[config.mk]
export PLATFORM = sky130hd
export DESIGN_NAME = hdb3_decoder
export DESIGN_NICKNAME = d
export VERILOG_FILES = /design/src/rtl/hdb3_pkg.sv /design/src/rtl/hdb3_err_counter.sv /design/src/rtl/hdb3_decoder.sv
export SDC_FILE = /design/constraint.sdc
export NUM_CORES = 1
export LEC_CHECK = 0
export ABC_AREA = 1
export BUFFER_PORTS_ARGS = -buffer_cell sky130_fd_sc_hd__buf_2
export CORE_MARGIN = 2
export CORE_UTILIZATION = 35
export CTS_CLUSTER_SIZE = 10
export DETAILED_ROUTE_END_ITERATION = 12
export SETUP_SLACK_MARGIN = 0.05
export SYNTH_ARGS = -nofsm -noshare
export SYNTH_HDL_FRONTEND = slang
export SYNTH_SLANG_ARGS = --single-unit
[constraint.sdc]
create_clock -name clk -period 2.1 [get_ports clk]
set_clock_uncertainty 0.15 [all_clocks]
set_input_delay 0.21 -clock clk [delete_from_list [all_inputs] [get_ports clk]]
set_output_delay 0.21 -clock clk [all_outputs]
set_load 0.05 [all_outputs]
[src/rtl/hdb3_pkg.sv]
// rtl/hdb3_pkg.sv - HDB3 symbol encodings and line-code constants shared by the transmit and receive sides
package hdb3_pkg;

  localparam logic [1:0] HDB3_SYM_ZERO = 2'b00;
  localparam logic [1:0] HDB3_SYM_NEG  = 2'b01;
  localparam logic [1:0] HDB3_SYM_POS  = 2'b10;
  localparam logic [1:0] HDB3_SYM_ILL  = 2'b11;

  localparam int HDB3_ZRUN_MAX  = 3;
  localparam int HDB3_DEC_DEPTH = 4;

  typedef enum logic {
    POL_NEG = 1'b0,
    POL_POS = 1'b1
  } hdb3_pol_e;

endpackage

[src/rtl/hdb3_err_counter.sv]
// rtl/hdb3_err_counter.sv - saturating error counter; a clear in the same cycle as an increment wins
module hdb3_err_counter #(
  parameter int ERR_W = 16
) (
  input  logic             clk,
  input  logic             rst_n,
  input  logic             inc_i,
  input  logic             clr_i,
  output logic [ERR_W-1:0] cnt_o
);

  logic [ERR_W-1:0] cnt_q, cnt_d;

  always_comb begin
    cnt_d = cnt_q;
    if (clr_i) begin
      cnt_d = '0;
    end else if (inc_i && (cnt_q != {ERR_W{1'b1}})) begin
      cnt_d = cnt_q + ERR_W'(1);
    end
  end

  always_ff @(posedge clk or negedge rst_n) begin
    if (!rst_n) begin
      cnt_q <= '0;
    end else begin
      cnt_q <= cnt_d;
    end
  end

  assign cnt_o = cnt_q;

endmodule

[src/rtl/hdb3_decoder.sv]
// rtl/hdb3_decoder.sv - HDB3 receive decoder: strips 000V/B00V substitutions and flags line-code errors
module hdb3_decoder
  import hdb3_pkg::*;
#(
  parameter int ERR_W = 16
) (
  input  logic             clk,
  input  logic             rst_n,
  input  logic             bp_i,
  input  logic             bn_i,
  input  logic             clr_err_i,
  output logic             data_out_o,
  output logic             data_valid_o,
  output logic             code_err_o,
  output logic [ERR_W-1:0] err_cnt_o
);

  localparam logic [1:0] ZRUN_MAX = 2'(HDB3_ZRUN_MAX);
  localparam logic [2:0] FILL_MAX = 3'(HDB3_DEC_DEPTH);

  logic       bp_q, bn_q;
  logic [3:0] sr_q, sr_d;
  logic [1:0] zrun_q, zrun_d;
  logic [2:0] fill_q, fill_d;
  hdb3_pol_e  last_pol_q, last_pol_d;
  hdb3_pol_e  last_v_pol_q, last_v_pol_d;
  logic       v_seen_q, v_seen_d;
  logic       code_err_q, valid_q;

  logic       is_mark, is_ill, is_v, err_d;
  hdb3_pol_e  mark_pol;

  always_comb begin
    is_mark  = 1'b0;
    is_ill   = 1'b0;
    mark_pol = POL_POS;
    case ({bp_q, bn_q})
      HDB3_SYM_POS:  begin is_mark = 1'b1; mark_pol = POL_POS; end
      HDB3_SYM_NEG:  begin is_mark = 1'b1; mark_pol = POL_NEG; end
      HDB3_SYM_ILL:  is_ill = 1'b1;
      HDB3_SYM_ZERO: is_ill = 1'b0;
      default:       is_ill = 1'b0;
    endcase

    // A mark repeating the previous mark's polarity is a substitution violation
    is_v = is_mark && (mark_pol == last_pol_q);

    err_d = is_ill
          || (!is_mark && (zrun_q == ZRUN_MAX))
          || (is_v && v_seen_q && (mark_pol == last_v_pol_q));

    // On a V the bit three symbols back (B of B00V, or a 0 of 000V) is cleared
    if (is_v) begin
      sr_d = {1'b0, sr_q[1], sr_q[0], 1'b0};
    end else begin
      sr_d = {sr_q[2:0], is_mark};
    end

    if (is_mark) begin
      zrun_d = '0;
    end else if (zrun_q == ZRUN_MAX) begin
      zrun_d = zrun_q;
    end else begin
      zrun_d = zrun_q + 2'd1;
    end

    last_pol_d   = is_mark ? mark_pol : last_pol_q;
    last_v_pol_d = is_v ? mark_pol : last_v_pol_q;
    v_seen_d     = v_seen_q | is_v;
    fill_d       = (fill_q == FILL_MAX) ? fill_q : fill_q + 3'd1;
  end

  always_ff @(posedge clk or negedge rst_n) begin
    if (!rst_n) begin
      bp_q         <= 1'b0;
      bn_q         <= 1'b0;
      sr_q         <= '0;
      zrun_q       <= '0;
      fill_q       <= '0;
      last_pol_q   <= POL_POS;
      last_v_pol_q <= POL_POS;
      v_seen_q     <= 1'b0;
      code_err_q   <= 1'b0;
      valid_q      <= 1'b0;
    end else begin
      bp_q         <= bp_i;
      bn_q         <= bn_i;
      sr_q         <= sr_d;
      zrun_q       <= zrun_d;
      fill_q       <= fill_d;
      last_pol_q   <= last_pol_d;
      last_v_pol_q <= last_v_pol_d;
      v_seen_q     <= v_seen_d;
      code_err_q   <= err_d;
      valid_q      <= (fill_d == FILL_MAX);
    end
  end

  hdb3_err_counter #(
    .ERR_W(ERR_W)
  ) u_err_counter (
    .clk  (clk),
    .rst_n(rst_n),
    .inc_i(err_d),
    .clr_i(clr_err_i),
    .cnt_o(err_cnt_o)
  );

  assign data_out_o   = sr_q[3];
  assign data_valid_o = valid_q;
  assign code_err_o   = code_err_q;

endmodule

; Word-level counts from Yosys, hierarchy flattened
; Index checks and enable logic that the tools add are counted.
[op_classes]
addsub = 3
multipliers = 0
div_mod_pow = 0
n_lt_le_gt_ge = 0
n_eq_ne = 10
n_shift = 0
muxes = 9
bitwise = 1
reduce_logical = 10
[ops]
columns = operator, n
row1 = $mux W16, 2
row2 = $add A16 B1 Y16 const B, 1
row3 = $ne A16 B16 Y1 const B, 1
row4 = $eq A2 B2 Y1 const B, 3
row5 = $eq A3 B3 Y1 const B, 2
row6 = $logic_and A1 B1 Y1, 5
row7 = $mux W2, 2
row8 = $mux W4, 1
row9 = $add A3 B1 Y3 const B, 1
row10 = $mux W1, 3
row11 = $mux W3, 1
row12 = $add A2 B1 Y2 const B, 1
row13 = $eq A1 B1 Y1, 2
row14 = $eq A2 B1 Y1 const B, 1
row15 = $logic_or A1 B1 Y1, 2
row16 = $ne A2 B2 Y1 const B, 1
row17 = $reduce_bool A2 Y1, 1
row18 = $reduce_or A2 Y1, 1
row19 = $logic_not A1 Y1, 1
row20 = $or A1 B1 Y1, 1
[word_totals]
register_bits = 32
latchBits = 0
mem_bits_rw = 0
romBits = 0
in_bits = 5
out_inout_bits = 19
wordCells = 44
n_memories = 0

; Logic depth before layout (Yosys ltp)
[logic_depth]
word_depth = 10
depth_mapped = 12
mapped_depth_nobuf = 12

; By module
; Synthesis repeated with hierarchy kept, for this count alone.
[unflattened]
cells_unflattened = 208
hier_area_um2 = 1707.9
[by_module_without_submodules]
columns = mod, instances, cells_per_inst, area_each_um2, seq_area_each_um2
row1 = hdb3_err_counter, 1, 144, 1037.2, 400.4
row2 = hdb3_decoder, 1, 64, 670.6, 402.9

; Worst setup path before layout
; No wires, ideal clock.
[synth_timing]
path_type = register to register
startpoint = reg u_err_counter.cnt_q[1], in the netlist u_err_counter.cnt_o[1]
endpoint = reg u_err_counter.cnt_q[10], in the netlist u_err_counter.cnt_o[10]
setup_time_ns = 0.067
arrival_ns = 1.703
required_ns = 1.883
path_slack_ns = 0.180
stages_incl_launch_ff = 9
path_buffers = 1
period_less_slack_ns = 1.920
path_cell_list = dfrtp_1 > ha_1 > nand2_4 > nor2_8 > nand4_2 > nand2_4 > buf_8 > nand3_1 > nand2_1
[synth_via]
elab_chain_cells = 3
word_cells_on_any_way = 6
classes_between = 1 x add/sub / 1 x eq/ne / 2 x mux / 2 x reduce/logical
[synth_rtl]
columns = item, line_no
row1 = "start, declared", hdb3_err_counter.sv:12  ; logic [ERR_W-1:0] cnt_q, cnt_d;
row2 = "start signal, assigned", hdb3_err_counter.sv:27  ; cnt_q <= cnt_d;
row3 = $add A16 B1 Y16 or $ne A16 B16 Y1 (tied branches), "hdb3_err_counter.sv:19, hdb3_err_counter.sv:18"
row4 = $mux W16 or $logic_and A1 B1 Y1 (tied branches), hdb3_err_counter.sv:18  ; end else if (inc_i && (cnt_q != {ERR_W{1'b1}})) begin
row5 = $mux W16 or $reduce_bool A2 Y1 (tied branches), --
; Several ways; a longest one is shown, not always the timed one. The select of a mux whose other input is x is not followed.
; A chain may end at the register's enable or synchronous reset.

; Worst setup path in the final report
[layout_timing]
startpoint = reg bp_q
endpoint = reg u_err_counter.cnt_q[14], in the netlist u_err_counter.cnt_o[14]
[layout_via]
elab_chain_cells = 9
word_cells_on_any_way = 18
classes_between = 5 x eq/ne / 3 x mux / 10 x reduce/logical
[layout_rtl]
columns = item, line_no
row1 = "start, declared", hdb3_decoder.sv:21  ; logic bp_q, bn_q;
row2 = "start signal, assigned", hdb3_decoder.sv:86  ; bp_q <= bp_i;
row3 = $eq A2 B1 Y1 or $eq A2 B2 Y1 (tied branches), hdb3_decoder.sv:37  ; case ({bp_q, bn_q})
row4 = $reduce_or A2 Y1 (no line) or $mux W1 (tied branches), --
row5 = $mux W1 or $eq A1 B1 Y1 (tied branches), "hdb3_decoder.sv:37, hdb3_decoder.sv:46"
row6 = $logic_not A1 Y1 or $logic_and A1 B1 Y1 (tied branches), "hdb3_decoder.sv:49, hdb3_decoder.sv:46"
row7 = $logic_and A1 B1 Y1 (on tied branches), "hdb3_decoder.sv:49, hdb3_decoder.sv:50"
row8 = $logic_or A1 B1 Y1 or $logic_and A1 B1 Y1 (tied branches), "hdb3_decoder.sv:49, hdb3_decoder.sv:50"
row9 = $logic_or A1 B1 Y1 *, hdb3_decoder.sv:50  ; || (is_v && v_seen_q && (mark_pol == last_v_pol_q));
row10 = net err_d, hdb3_decoder.sv:30  ; logic is_mark, is_ill, is_v, err_d;
row11 = $logic_and A1 B1 Y1 *, hdb3_err_counter.sv:18
row12 = $reduce_bool A2 Y1 (no line) *, --
; The timed path passes the listed nets; every way through them passes the cells marked *.

==> qor.log <==
[status] result of the run finished, final reports clean
[timing] Least-Margin Pin Slew 0.728 ns
[worst_setup_path] slowest cell on the critical path sky130_fd_sc_hd__ha_1
[run] Max-cap violations 0
[die] vertical die dimension 75.7 um
[clocking] Clock Root Buffer sky130_fd_sc_hd__clkbuf_8
[yosys] sequential fraction of the synthesis area 44.7%
[timing] highest clock rate 0.539 GHz
[layout] fraction of layout instances using a drive strength above 1 19.4%
[yosys] Gate Count Post-Synth 232
[clocking] later-pin clock latency in the skew report 0.29 ns
[layout] Diodes inserted 0
[yosys] Yosys top cell by area sky130_fd_sc_hd__dfrtp_1
[route] post-detailed-routing wire length 3580 um
[die] width of the die 75.7 um
[layout] area taken by multi-input logic gates 878 um2
[die] area inside the core boundary 5040 um2
[yosys] Synth area leaders sky130_fd_sc_hd__dfrtp_1 42%, sky130_fd_sc_hd__nand2_1 15%, sky130_fd_sc_hd__nand3_1 10%
[timing] unrepaired setup endpoints after global routing false
[worst_setup_path] worst r2r path cells 10
[worst_setup_path] critical path class reg -> reg
[die] total die area 5730 um2
[power] clock network fraction of total power 37.2%
[power] power density relative to cell area 729 nW/um2
[worst_setup_path] Worst EP required 2.12 ns
[yosys] number of enable-type register cells in the synthesized netlist 0
[yosys] async set-or-reset flop fraction in the synthesized netlist 100%
[layout] Area Growth Syn to Fin 18.3%
[place] I/O Buffers 23
[yosys] top cell type's share of synthesized area 41.8%
[clocking] clock slew seen by the registers of the worst setup and hold paths 0.07 ns
[global_routing] via count of the first global-routing pass 1378
[clocking] number of H-tree levels 2
[clocking] Post-CTS Repair Setup Buffers 0
[yosys] top-count cell post-synth sky130_fd_sc_hd__nand2_1
[layout] number of fill cells 515
[die] count of standard-cell rows 26
[route] DRC violation count after routing 0
[min_path] hold path cells 4
[worst_setup_path] Startpoint Class flop
[clocking] maximum clock insertion buffer count 2
[die] I/O pin cnt 24
[die] Initial Util 35.7%
[yosys] count of yosys warnings during synthesis 0
[yosys] Post-Syn Nets 243
[worst_setup_path] gate family responsible for the most delay along the worst path simple AND/OR/NAND/NOR gates
[worst_setup_path] biggest cell delay along the critical path 0.37 ns
[route] wire length per cell after detailed routing 10.8 um
[worst_setup_path] Most Frequent Cell on Critical Path sky130_fd_sc_hd__nand2_1
[yosys] number of distinct library cells after synthesis 26
[place] post-DP HPWL 2580 um
[timing] setup violation total in the final timing report 0
[yosys] primary flip-flop cell chosen by synthesis mapping sky130_fd_sc_hd__dfrtp_1
[worst_setup_path] CP Buf/Inv Count 2
[clocking] TritonCTS buffer count 5
[global_routing] Tot GR Track Use 14.6%
[power] sequential power share 45.3%
[global_routing] total overflow reported by the global router 0
[min_path] class of the most critical hold timing path in -> reg
[timing] Final Max Tran Viols 0
[global_routing] first-pass GRT wire length 6220 um
[layout] final net count 273
[route] via count normalized by instance count 4.51
[yosys] register bit total from synthesis 32
[clocking] clk sink count 32
[global_routing] largest net degree at the start of global routing 33
[route] 1st-iter DRT viols 59
[timing] worst-case headroom to the max-slew limit 51.5%
[yosys] combined area of all synthesized cells 1800 um2
[global_routing] antenna violations before repair 0
[layout] Storage cell area 803 um2
[worst_setup_path] cell breakdown of the critical path inv_1, ha_1, nand2_1, inv_1, nor2_2, nand2_2, nand2_8, nand2_2, nand2_1, nand2_1
[yosys] leading post-synthesis cells by instance count 72 x sky130_fd_sc_hd__nand2_1, 36 x sky130_fd_sc_hd__nand3_1, 30 x sky130_fd_sc_hd__dfrtp_1
[yosys] synthesized area per cell 7.75 um2
[power] Net Sw Frac 29.0%
[worst_setup_path] critical path depth in cells 10
[timing] accumulated negative setup slack 0 ns
[power] Pint 0.00110 W
[route] routed via count 1503
[place] routability congestion estimate 0.818
[timing] hold violation count in the final report 0
[power] Leakage Power 1.15 nW
[timing] period utilisation layout 88.3%
[route] number of iterations in the first detailed-routing pass 4
[worst_setup_path] endpoint arrival time on the critical path 1.88 ns
[route] antenna violation net count after detailed routing 0
[timing] worst path setup slack after routing 0.245 ns
[place] worst-case setup slack after placement 0.218 ns
[worst_setup_path] kind of capture point of the worst setup path flop
[power] Peak VDD IR 0.275 mV
[power] Net Switching 0.000449 W
[power] fraction of power consumed by combinational cells 17.6%
[timing] fin crit period 1.85 ns
[worst_setup_path] maximum fanout count along the critical path 17
[clocking] CTS tree done
worst reg2reg max path: cells and delay by family, from the launching register on:
kind                       cells  cell delay [ns]
adders and majority gates      1             0.37
DFF                            1             0.35
buffers and inverters          2             0.10
and+or+nand+nor                7             0.79
power groups by stage:
stage | clock, W | combinational [W] | sequential [W]
6_report | 0.000576 | 0.000272 | 0.000701
5_1_grt | 0.000620 | 0.000307 | 0.000709
4_1_cts | 0.000597 | 0.000271 | 0.000702
3_5_place_dp | 0 | 0.000266 | 0.000714
3_3_place_gp | 0 | 0.000261 | 0.000714
2_1_floorplan | 0 | 0.000159 | 0.000761
layout make-up:
type,count,area share (%)
Multi-Input combinational cell,170,41.3
Sequential cell,32,37.8
Timing Repair Buffer,27,7.18
Inverter,26,4.59
Tap cell,70,4.12
Clock buffer,6,3.41
Clock inverter,2,1.65
what timing repair did:
item,4_1_cts,5_1_grt
hold buffers,3,0
endpoints found under the setup margin,0,6
endpoints found under the hold margin,32,0
gates resized for setup,0,1
registers in the layout, summed over array words and instances (netlist names):
signal and count:
code_err_o 1, v_seen_q 1, fill_q 3, last_pol_q 1, bp_q 1, data_valid_o 1, sr_q 4, last_v_pol_q 1
bn_q 1, zrun_q 2, u_err_counter.cnt_o 16
layout by cell type (no fill, tap or decap), drive strengths merged, types with 5 or more instances in the layout:
| cell | n |
|---|---|
| a21oi | 5 |
| nand3 | 37 |
| clkbuf | 6 |
| ha | 6 |
| xor2 | 6 |
| dfrtp | 30 |
| inv | 25 |
| nor2 | 30 |
| nand2 | 77 |
| buf | 24 |
final timing paths:
path	start	endpoint	slack [ns]
max	bp_q$_DFF_PN0_	u_err_counter.cnt_o[14]$_DFFE_PN0P_	0.25
min	clr_err_i	u_err_counter.cnt_o[14]$_DFFE_PN0P_	0.14
max reg2reg	bp_q$_DFF_PN0_	u_err_counter.cnt_o[14]$_DFFE_PN0P_	0.25
min reg2reg	sr_q[0]$_DFF_PN0_	sr_q[1]$_DFF_PN0_	0.20
max in group asynchronous	rst_n	fill_q[2]$_DFF_PN0_	0.97
min in group asynchronous	rst_n	u_err_counter.cnt_o[0]$_DFFE_PN0P_	0.36
kinds of logic after synthesis:
| family | after synthesis | synth area share [%] |
|---|---|---|
| and+or+nand+nor | 149 | 37.9 |
| DFF | 32 | 44.7 |
| buffers and inverters | 30 | 6.96 |
| AOI/OAI and AO/OA | 8 | 2.85 |
| xor gates and xnor gates | 7 | 3.41 |
| adders and majority gates | 6 | 4.18 |
layer usage:
| layer | global-route usage, % | up-vias | wire length [um] |
|---|---|---|---|
| met1 | 19.2 | 676 | 1690 |
| met5 | 0 | - | 0 |
| met2 | 22.7 | 27 | 1670 |
| met4 | 5.46 | 0 | 74 |
| li1 | - | 792 | - |
| met3 | 4.23 | 8 | 146 |
per-stage QoR:
stage	util [%]	total power [W]	area [um2]	cells	hold slack, ns
global route	42.2	0.00163	2130	333	0.175
CTS	42.0	0.00157	2120	333	0.141
detailed placement	39.3	0.000980	1980	322	0.168
global placement	39.3	0.000975	1980	322	0.159
finish	42.2	0.00155	2130	333	0.145
floorplan	-	0.000920	1800	232	-0.236
No activity file was read; power rests on OpenSTA's default activity.
